$ cat config.mk
export PLATFORM = sky130hd
export DESIGN_NAME = cpi_monitor_ctrl
export DESIGN_NICKNAME = d
export VERILOG_FILES = /design/src/rtl/cpi_monitor_ctrl.sv
export SDC_FILE = /design/constraint.sdc
export NUM_CORES = 1
export LEC_CHECK = 0
export ABC_AREA = 1
export CAP_MARGIN = 20
export CORE_MARGIN = 3
export CORE_UTILIZATION = 40
export DETAILED_ROUTE_END_ITERATION = 16
export REMOVE_ABC_BUFFERS = 1
export SLEW_MARGIN = 20
export SYNTH_ARGS = -nofsm -noshare
export SYNTH_HDL_FRONTEND = slang
export SYNTH_SLANG_ARGS = --single-unit
$ cat constraint.sdc
create_clock -name clk -period 3.49 [get_ports clk]
set_clock_uncertainty 0.1 [all_clocks]
set_input_delay 0.349 -clock clk [delete_from_list [all_inputs] [get_ports clk]]
set_output_delay 0.349 -clock clk [all_outputs]
set_load 0.03 [all_outputs]
$ cat src/rtl/cpi_monitor_ctrl.sv
// cpi_monitor_ctrl
// Measures cycles and retired instructions between a start command and a
// processor halt, then runs a restoring shift-subtract divider to produce
// CPI as an unsigned fixed-point value with FRAC_W fractional bits.
// Results are held in DONE until cleared or re-armed.
module cpi_monitor_ctrl #(
    parameter int CNT_W  = 16,
    parameter int FRAC_W = 8
) (
    input  logic                      clk,
    input  logic                      reset,
    input  logic                      i_start,
    input  logic                      i_clear,
    input  logic                      i_instr_retire,
    input  logic                      i_processor_hlt,
    output logic                      o_busy,
    output logic                      o_valid,
    output logic [CNT_W-1:0]          o_cycles,
    output logic [CNT_W-1:0]          o_instrs,
    output logic [CNT_W+FRAC_W-1:0]   o_cpi,
    output logic                      o_div_zero,
    output logic                      o_ovf
);

    localparam int Q_W  = CNT_W + FRAC_W;
    localparam int BC_W = $clog2(Q_W + 1);

    localparam logic [CNT_W-1:0] CNT_ZERO = {CNT_W{1'b0}};
    localparam logic [CNT_W-1:0] CNT_ONE  = {{(CNT_W-1){1'b0}}, 1'b1};
    localparam logic [CNT_W-1:0] CNT_MAX  = {CNT_W{1'b1}};
    localparam logic [Q_W-1:0]   Q_ZERO   = {Q_W{1'b0}};
    localparam logic [Q_W-1:0]   Q_ONES   = {Q_W{1'b1}};
    localparam logic [BC_W-1:0]  BC_ZERO  = {BC_W{1'b0}};
    localparam logic [BC_W-1:0]  BC_ONE   = {{(BC_W-1){1'b0}}, 1'b1};
    localparam logic [BC_W-1:0]  BC_LAST  = BC_W'(Q_W - 1);

    typedef enum logic [1:0] {
        ST_IDLE   = 2'd0,
        ST_COUNT  = 2'd1,
        ST_DIVIDE = 2'd2,
        ST_DONE   = 2'd3
    } state_t;

    state_t            state_q,   state_d;
    logic [CNT_W-1:0]  cycles_q,  cycles_d;
    logic [CNT_W-1:0]  instrs_q,  instrs_d;
    logic [Q_W-1:0]    cpi_q,     cpi_d;
    logic              valid_q,   valid_d;
    logic              dz_q,      dz_d;
    logic              ovf_q,     ovf_d;
    // Divider working set: remainder stays below the divisor, so CNT_W bits
    // hold it between steps; the shifted trial value needs one extra bit.
    logic [CNT_W-1:0]  rem_q,     rem_d;
    logic [Q_W-1:0]    dvd_q,     dvd_d;
    logic [Q_W-1:0]    quo_q,     quo_d;
    logic [BC_W-1:0]   bcnt_q,    bcnt_d;

    logic              cyc_max_s;
    logic              ins_max_s;
    logic [CNT_W-1:0]  cyc_inc_s;
    logic [CNT_W-1:0]  ins_inc_s;
    logic [CNT_W:0]    rem_sh_s;
    logic [CNT_W:0]    rem_sub_s;
    logic              qbit_s;
    logic [Q_W-1:0]    quo_nxt_s;

    assign cyc_max_s = (cycles_q == CNT_MAX);
    assign ins_max_s = (instrs_q == CNT_MAX);
    assign cyc_inc_s = cyc_max_s ? cycles_q : (cycles_q + CNT_ONE);
    assign ins_inc_s = ins_max_s ? instrs_q : (instrs_q + CNT_ONE);

    // One restoring-division step: shift in the next dividend bit, try subtract.
    assign rem_sh_s  = {rem_q, dvd_q[Q_W-1]};
    assign qbit_s    = (rem_sh_s >= {1'b0, instrs_q});
    assign rem_sub_s = rem_sh_s - {1'b0, instrs_q};
    assign quo_nxt_s = {quo_q[Q_W-2:0], qbit_s};

    assign o_busy     = (state_q == ST_COUNT) || (state_q == ST_DIVIDE);
    assign o_valid    = valid_q;
    assign o_cycles   = cycles_q;
    assign o_instrs   = instrs_q;
    assign o_cpi      = cpi_q;
    assign o_div_zero = dz_q;
    assign o_ovf      = ovf_q;

    // Next-state and datapath update, priority clear > start > halt > retire.
    always_comb begin
        state_d  = state_q;
        cycles_d = cycles_q;
        instrs_d = instrs_q;
        cpi_d    = cpi_q;
        valid_d  = valid_q;
        dz_d     = dz_q;
        ovf_d    = ovf_q;
        rem_d    = rem_q;
        dvd_d    = dvd_q;
        quo_d    = quo_q;
        bcnt_d   = bcnt_q;

        if (i_clear) begin
            state_d  = ST_IDLE;
            cycles_d = CNT_ZERO;
            instrs_d = CNT_ZERO;
            cpi_d    = Q_ZERO;
            valid_d  = 1'b0;
            dz_d     = 1'b0;
            ovf_d    = 1'b0;
            rem_d    = CNT_ZERO;
            dvd_d    = Q_ZERO;
            quo_d    = Q_ZERO;
            bcnt_d   = BC_ZERO;
        end else begin
            case (state_q)
                ST_IDLE, ST_DONE: begin
                    if (i_start) begin
                        state_d  = ST_COUNT;
                        cycles_d = CNT_ZERO;
                        instrs_d = CNT_ZERO;
                        cpi_d    = Q_ZERO;
                        valid_d  = 1'b0;
                        dz_d     = 1'b0;
                        ovf_d    = 1'b0;
                    end else begin
                        state_d = state_q;
                    end
                end
                ST_COUNT: begin
                    if (i_start) begin
                        // Restart: the restart edge itself is not counted and
                        // saturation history from the aborted run is dropped.
                        cycles_d = CNT_ZERO;
                        instrs_d = CNT_ZERO;
                        ovf_d    = 1'b0;
                    end else begin
                        cycles_d = cyc_inc_s;
                        if (cyc_max_s) begin
                            ovf_d = 1'b1;
                        end else begin
                            ovf_d = ovf_q;
                        end
                        if (i_instr_retire) begin
                            instrs_d = ins_inc_s;
                            if (ins_max_s) begin
                                ovf_d = 1'b1;
                            end else begin
                                instrs_d = ins_inc_s;
                            end
                        end else begin
                            instrs_d = instrs_q;
                        end
                        if (i_processor_hlt) begin
                            // Load the divider with the final (post-increment) count.
                            state_d = ST_DIVIDE;
                            dvd_d   = {cyc_inc_s, {FRAC_W{1'b0}}};
                            rem_d   = CNT_ZERO;
                            quo_d   = Q_ZERO;
                            bcnt_d  = BC_ZERO;
                        end else begin
                            state_d = ST_COUNT;
                        end
                    end
                end
                ST_DIVIDE: begin
                    if (instrs_q == CNT_ZERO) begin
                        state_d = ST_DONE;
                        cpi_d   = Q_ONES;
                        dz_d    = 1'b1;
                        valid_d = 1'b1;
                    end else begin
                        if (qbit_s) begin
                            rem_d = rem_sub_s[CNT_W-1:0];
                        end else begin
                            rem_d = rem_sh_s[CNT_W-1:0];
                        end
                        dvd_d = {dvd_q[Q_W-2:0], 1'b0};
                        quo_d = quo_nxt_s;
                        if (bcnt_q == BC_LAST) begin
                            state_d = ST_DONE;
                            cpi_d   = quo_nxt_s;
                            valid_d = 1'b1;
                            bcnt_d  = BC_ZERO;
                        end else begin
                            bcnt_d = bcnt_q + BC_ONE;
                        end
                    end
                end
                default: begin
                    state_d = ST_IDLE;
                end
            endcase
        end
    end

    // State and datapath registers with synchronous reset.
    always_ff @(posedge clk) begin
        if (reset) begin
            state_q  <= ST_IDLE;
            cycles_q <= CNT_ZERO;
            instrs_q <= CNT_ZERO;
            cpi_q    <= Q_ZERO;
            valid_q  <= 1'b0;
            dz_q     <= 1'b0;
            ovf_q    <= 1'b0;
            rem_q    <= CNT_ZERO;
            dvd_q    <= Q_ZERO;
            quo_q    <= Q_ZERO;
            bcnt_q   <= BC_ZERO;
        end else begin
            state_q  <= state_d;
            cycles_q <= cycles_d;
            instrs_q <= instrs_d;
            cpi_q    <= cpi_d;
            valid_q  <= valid_d;
            dz_q     <= dz_d;
            ovf_q    <= ovf_d;
            rem_q    <= rem_d;
            dvd_q    <= dvd_d;
            quo_q    <= quo_d;
            bcnt_q   <= bcnt_d;
        end
    end

endmodule

==> metrics <==
count of flip-flops with a built-in enable after synthesis 0; initial antenna violation count 0; Post-route DRC 0; pwr/cell area 382 mW/mm^2; die height 139 um; Reg2Reg Depth 11; top cells by count, synth 374 x sky130_fd_sc_hd__nand2_1, 121 x sky130_fd_sc_hd__dfxtp_1, 99 x sky130_fd_sc_hd__inv_1; largest family of logic cells by synthesized area simple AND/OR/NAND/NOR gates; area added between synthesis and finish 18.7%; Row Count between 40 and 50; worst vdd rail ir drop between 0.0003 and 0.0004 V; routed wirelength normalized by instance count ~13 um; gate count of the mapped netlist 1065; vias in the first global route between 6000 and 7000; final critical-path required period 2560 ps; pin count of the biggest net entering global routing a little over 60; Worst Hold Endpoint o_cpi[2]$_SDFFE_PP0P_; Post-DP HPWL between 10000 and 15000 um; # clock sinks between 100 and 150; sequential standard cell area 0.00242 mm^2; vias after detailed routing between 6000 and 7000; arrival time worst endpoint about 2800 ps; fraction of registers with async set or reset after synthesis 0; sum of negative setup slack 0 ps; mux share of post-synthesis cell area 0; TritonCTS clock tree built; die outline area between 0.015 and 0.02 mm^2; number of top-level pins 66; post-synthesis average cell area about 6.7 um^2; switching power summed over all nets 845 uW; H-tree depth 4; final antenna-violating net count 0; share of Yosys cell area claimed by the top area cell type 0.342; Hold Startpoint o_cpi[2]$_SDFFE_PP0P_; Syn Std Cell Area slightly above 0.007 mm^2; max-capacitance violation count 0; highest clock rate around 400 MHz; basic-gate share of the synthesized area counting and, or, nand and nor cells 0.362; adder and majority cell fraction of the synthesized area 0.0416; number of nets in the finished design 1146; number of register bits inferred by synthesis 121; vias per cell between 5 and 6; classification of the worst-slack hold path register to register; number of buffers inserted for hold repair after clock tree synthesis 0; antenna diode count 0; critical register-to-register path endpoint rem_q[14]$_SDFFE_PP0P_; layout filler cell count approximately 1800; clk root buf sky130_fd_sc_hd__clkbuf_16; number of cells in the finished layout apart from fillers approximately 1400; compound-gate portion of the synthesized area 0.139; core region area 0.0174 mm^2; share of total power in sequential cells 0.433; Clk Latency, worst-skew pair between 400 and 500 ps; wire length reported by the detailed router roughly 18000 um; worst hold stages 2; result of the run complete, no violations; total instance count after detailed placement 1321; highest net fanout along the worst path 18; clock network power share 0.499; switching part of the total power 0.263; count of final hold-check violations 0; Setup violations, final 0; share of cells above drive strength 1 0.110; total of buffers placed on input and output ports 65; total of cells resized after clock tree synthesis 0; dominant cells by area after synthesis sky130_fd_sc_hd__dfxtp_1 34%, sky130_fd_sc_hd__nand2_1 20%, sky130_fd_sc_hd__a21oi_1 6.2%, sky130_fd_sc_hd__nand3_1 5.5%, sky130_fd_sc_hd__inv_1 5.2%; first-pass GRT wire length approximately 31000 um; part of the total power dissipated in combinational logic 0.067; capturing element type of the critical path register; post-route clock period utilization 0.734; XOR/XNOR Fraction of Synth Area 0.0173; starting utilization of the core area 0.409; part of the Yosys area used for sequential elements 0.342; Worst Path Required about 3700 ps; static leakage power 3.44 nW; total count of max-transition violations in the final report 0; TritonCTS Buffers 17; multi-input logic area roughly 0.0040 mm^2; number of distinct library cell variants in the gate-level netlist after synthesis 45; Worst-path clk slew around 60 ps; maximum number of buffers from clock root to sink 2; worst setup slack for register-to-register paths 930 ps; Setup crit start kind register; design internal power around 2.4 mW; Max-slew headroom 0.635; Reg2Reg Launch Point o_instrs[13]$_SDFFE_PP0P_; post-synthesis cell type with the largest combined area sky130_fd_sc_hd__dfxtp_1; crit path kind register to register; width of the chip around 140 um; worst hold margin about 370 ps; number of buffers added for setup after CTS 0; violation count after the first detailed-routing iteration approximately 450; Pre-Repair DR Iteration Count 5; aggregate global-route resource usage 0.189; leading cell type by number of instances after synthesis sky130_fd_sc_hd__nand2_1; Yosys warning count 0; top_reg_cell synth sky130_fd_sc_hd__dfxtp_1; sum of overflow across all layers after global routing 0; setup repair after global routing missed its margin no; last weighted congestion value of the routability-driven placer slightly above 0.9; slew at the pin closest to its max-slew limit roughly 540 ps
==> state kept, by name (all words and copies together) (netlist names) <==
| signal | count |
|---|---|
| o_ovf | 1 |
| state_q | 2 |
| o_valid | 1 |
| o_cpi | 24 |
| bcnt_q | 5 |
| o_cycles | 16 |
| quo_q | 23 |
| o_instrs | 16 |
| dvd_q | 16 |
| rem_q | 16 |
| o_div_zero | 1 |
==> kinds of logic after synthesis <==
logic type	count (synthesis)
flops	121
buf+inv	156
xor+xnor	14
simple gates	592
fa+ha+maj	23
compound gates	159
==> power by group through the flow <==
stage	clock, mW	combinational, mW	sequential [mW]
detailed placement	0	0.211	1.42
CTS	1.65	0.212	1.39
finish	1.60	0.217	1.39
global route	1.73	0.239	1.39
global placement	0	0.210	1.42
floorplan	0	0.130	1.43
==> layout make-up <==
cell class                 instances  area share
timing repair buffer              71      0.0889
clock inverter                    14      0.0135
inverter                         118      0.0530
multi-input combinational        788       0.473
clock buffer                      18      0.0510
tap                              225      0.0334
sequential                       121       0.288
==> worst max-delay path by stage <==
stage                                    startpoint                   endpoint  slack, ps  depth (start not counted)
after detailed placement   o_instrs[0]$_SDFFE_PP0P_     bcnt_q[0]$_SDFFE_PP0P_        850                          9
final                     o_instrs[13]$_SDFFE_PP0P_     rem_q[14]$_SDFFE_PP0P_        930                         11
after CTS                  o_instrs[0]$_SDFFE_PP0P_     bcnt_q[0]$_SDFFE_PP0P_        850                          9
after global placement                      i_start      o_cpi[2]$_SDFFE_PP0P_        900                          7
after global routing       o_instrs[7]$_SDFFE_PP0P_     rem_q[13]$_SDFFE_PP0P_        670                         12
after floorplan                             i_clear  o_instrs[14]$_SDFFE_PP0P_        440                          6
==> critical path, cell delays in order (launching register included) <==
cell and delay (ps):
sky130_fd_sc_hd__dfxtp_1 450, sky130_fd_sc_hd__inv_2 140, sky130_fd_sc_hd__ha_1 400, sky130_fd_sc_hd__nand2_1 130, sky130_fd_sc_hd__nor3_1 230, sky130_fd_sc_hd__and2_1 190
sky130_fd_sc_hd__nand2_2 210, sky130_fd_sc_hd__nand2_4 270, sky130_fd_sc_hd__nand2_2 110, sky130_fd_sc_hd__nand2_1 80, sky130_fd_sc_hd__nand2_1 40, sky130_fd_sc_hd__a21oi_1 130
==> per-stage QoR <==
stage | worst slack [ps] | power [mW] | utilization | instance area, um^2
floorplan | 438 | 1.56 | - | 6840
global placement | 904 | 1.63 | 0.451 | 7820
detailed placement | 848 | 1.63 | 0.451 | 7820
CTS | 847 | 3.25 | 0.482 | 8370
global route | 672 | 3.36 | 0.485 | 8420
finish | 927 | 3.21 | 0.485 | 8420
==> metal layers <==
metal	part of all wire	vias up	GRT usage
met3	0.047	16	0.0400
met2	0.44	149	0.289
met1	0.50	3090	0.272
li1	-	3543	-
met4	0.012	0	0.0510
met5	0	-	0
==> placed cells by master, fill, tap and decap left out, types with 13 or more instances in the layout <==
| master | synthesis | routed |
|---|---|---|
| sky130_fd_sc_hd__a21oi_1 | 88 | 88 |
| sky130_fd_sc_hd__a21oi_2 | 20 | 20 |
| sky130_fd_sc_hd__clkbuf_16 | 0 | 17 |
| sky130_fd_sc_hd__clkdlybuf4s50_1 | 0 | 65 |
| sky130_fd_sc_hd__dfxtp_1 | 121 | 121 |
| sky130_fd_sc_hd__ha_1 | 22 | 22 |
| sky130_fd_sc_hd__inv_1 | 99 | 97 |
| sky130_fd_sc_hd__inv_2 | 17 | 17 |
| sky130_fd_sc_hd__nand2_1 | 374 | 374 |
| sky130_fd_sc_hd__nand3_1 | 78 | 78 |
| sky130_fd_sc_hd__nand3b_1 | 13 | 13 |
| sky130_fd_sc_hd__nand4_1 | 15 | 15 |
| sky130_fd_sc_hd__nor2_1 | 64 | 63 |
| sky130_fd_sc_hd__nor3_1 | 14 | 14 |
| sky130_fd_sc_hd__o21ai_0 | 19 | 19 |
| sky130_fd_sc_hd__o21ai_2 | 19 | 19 |
Note: power is estimated with default switching activity, not from simulation.
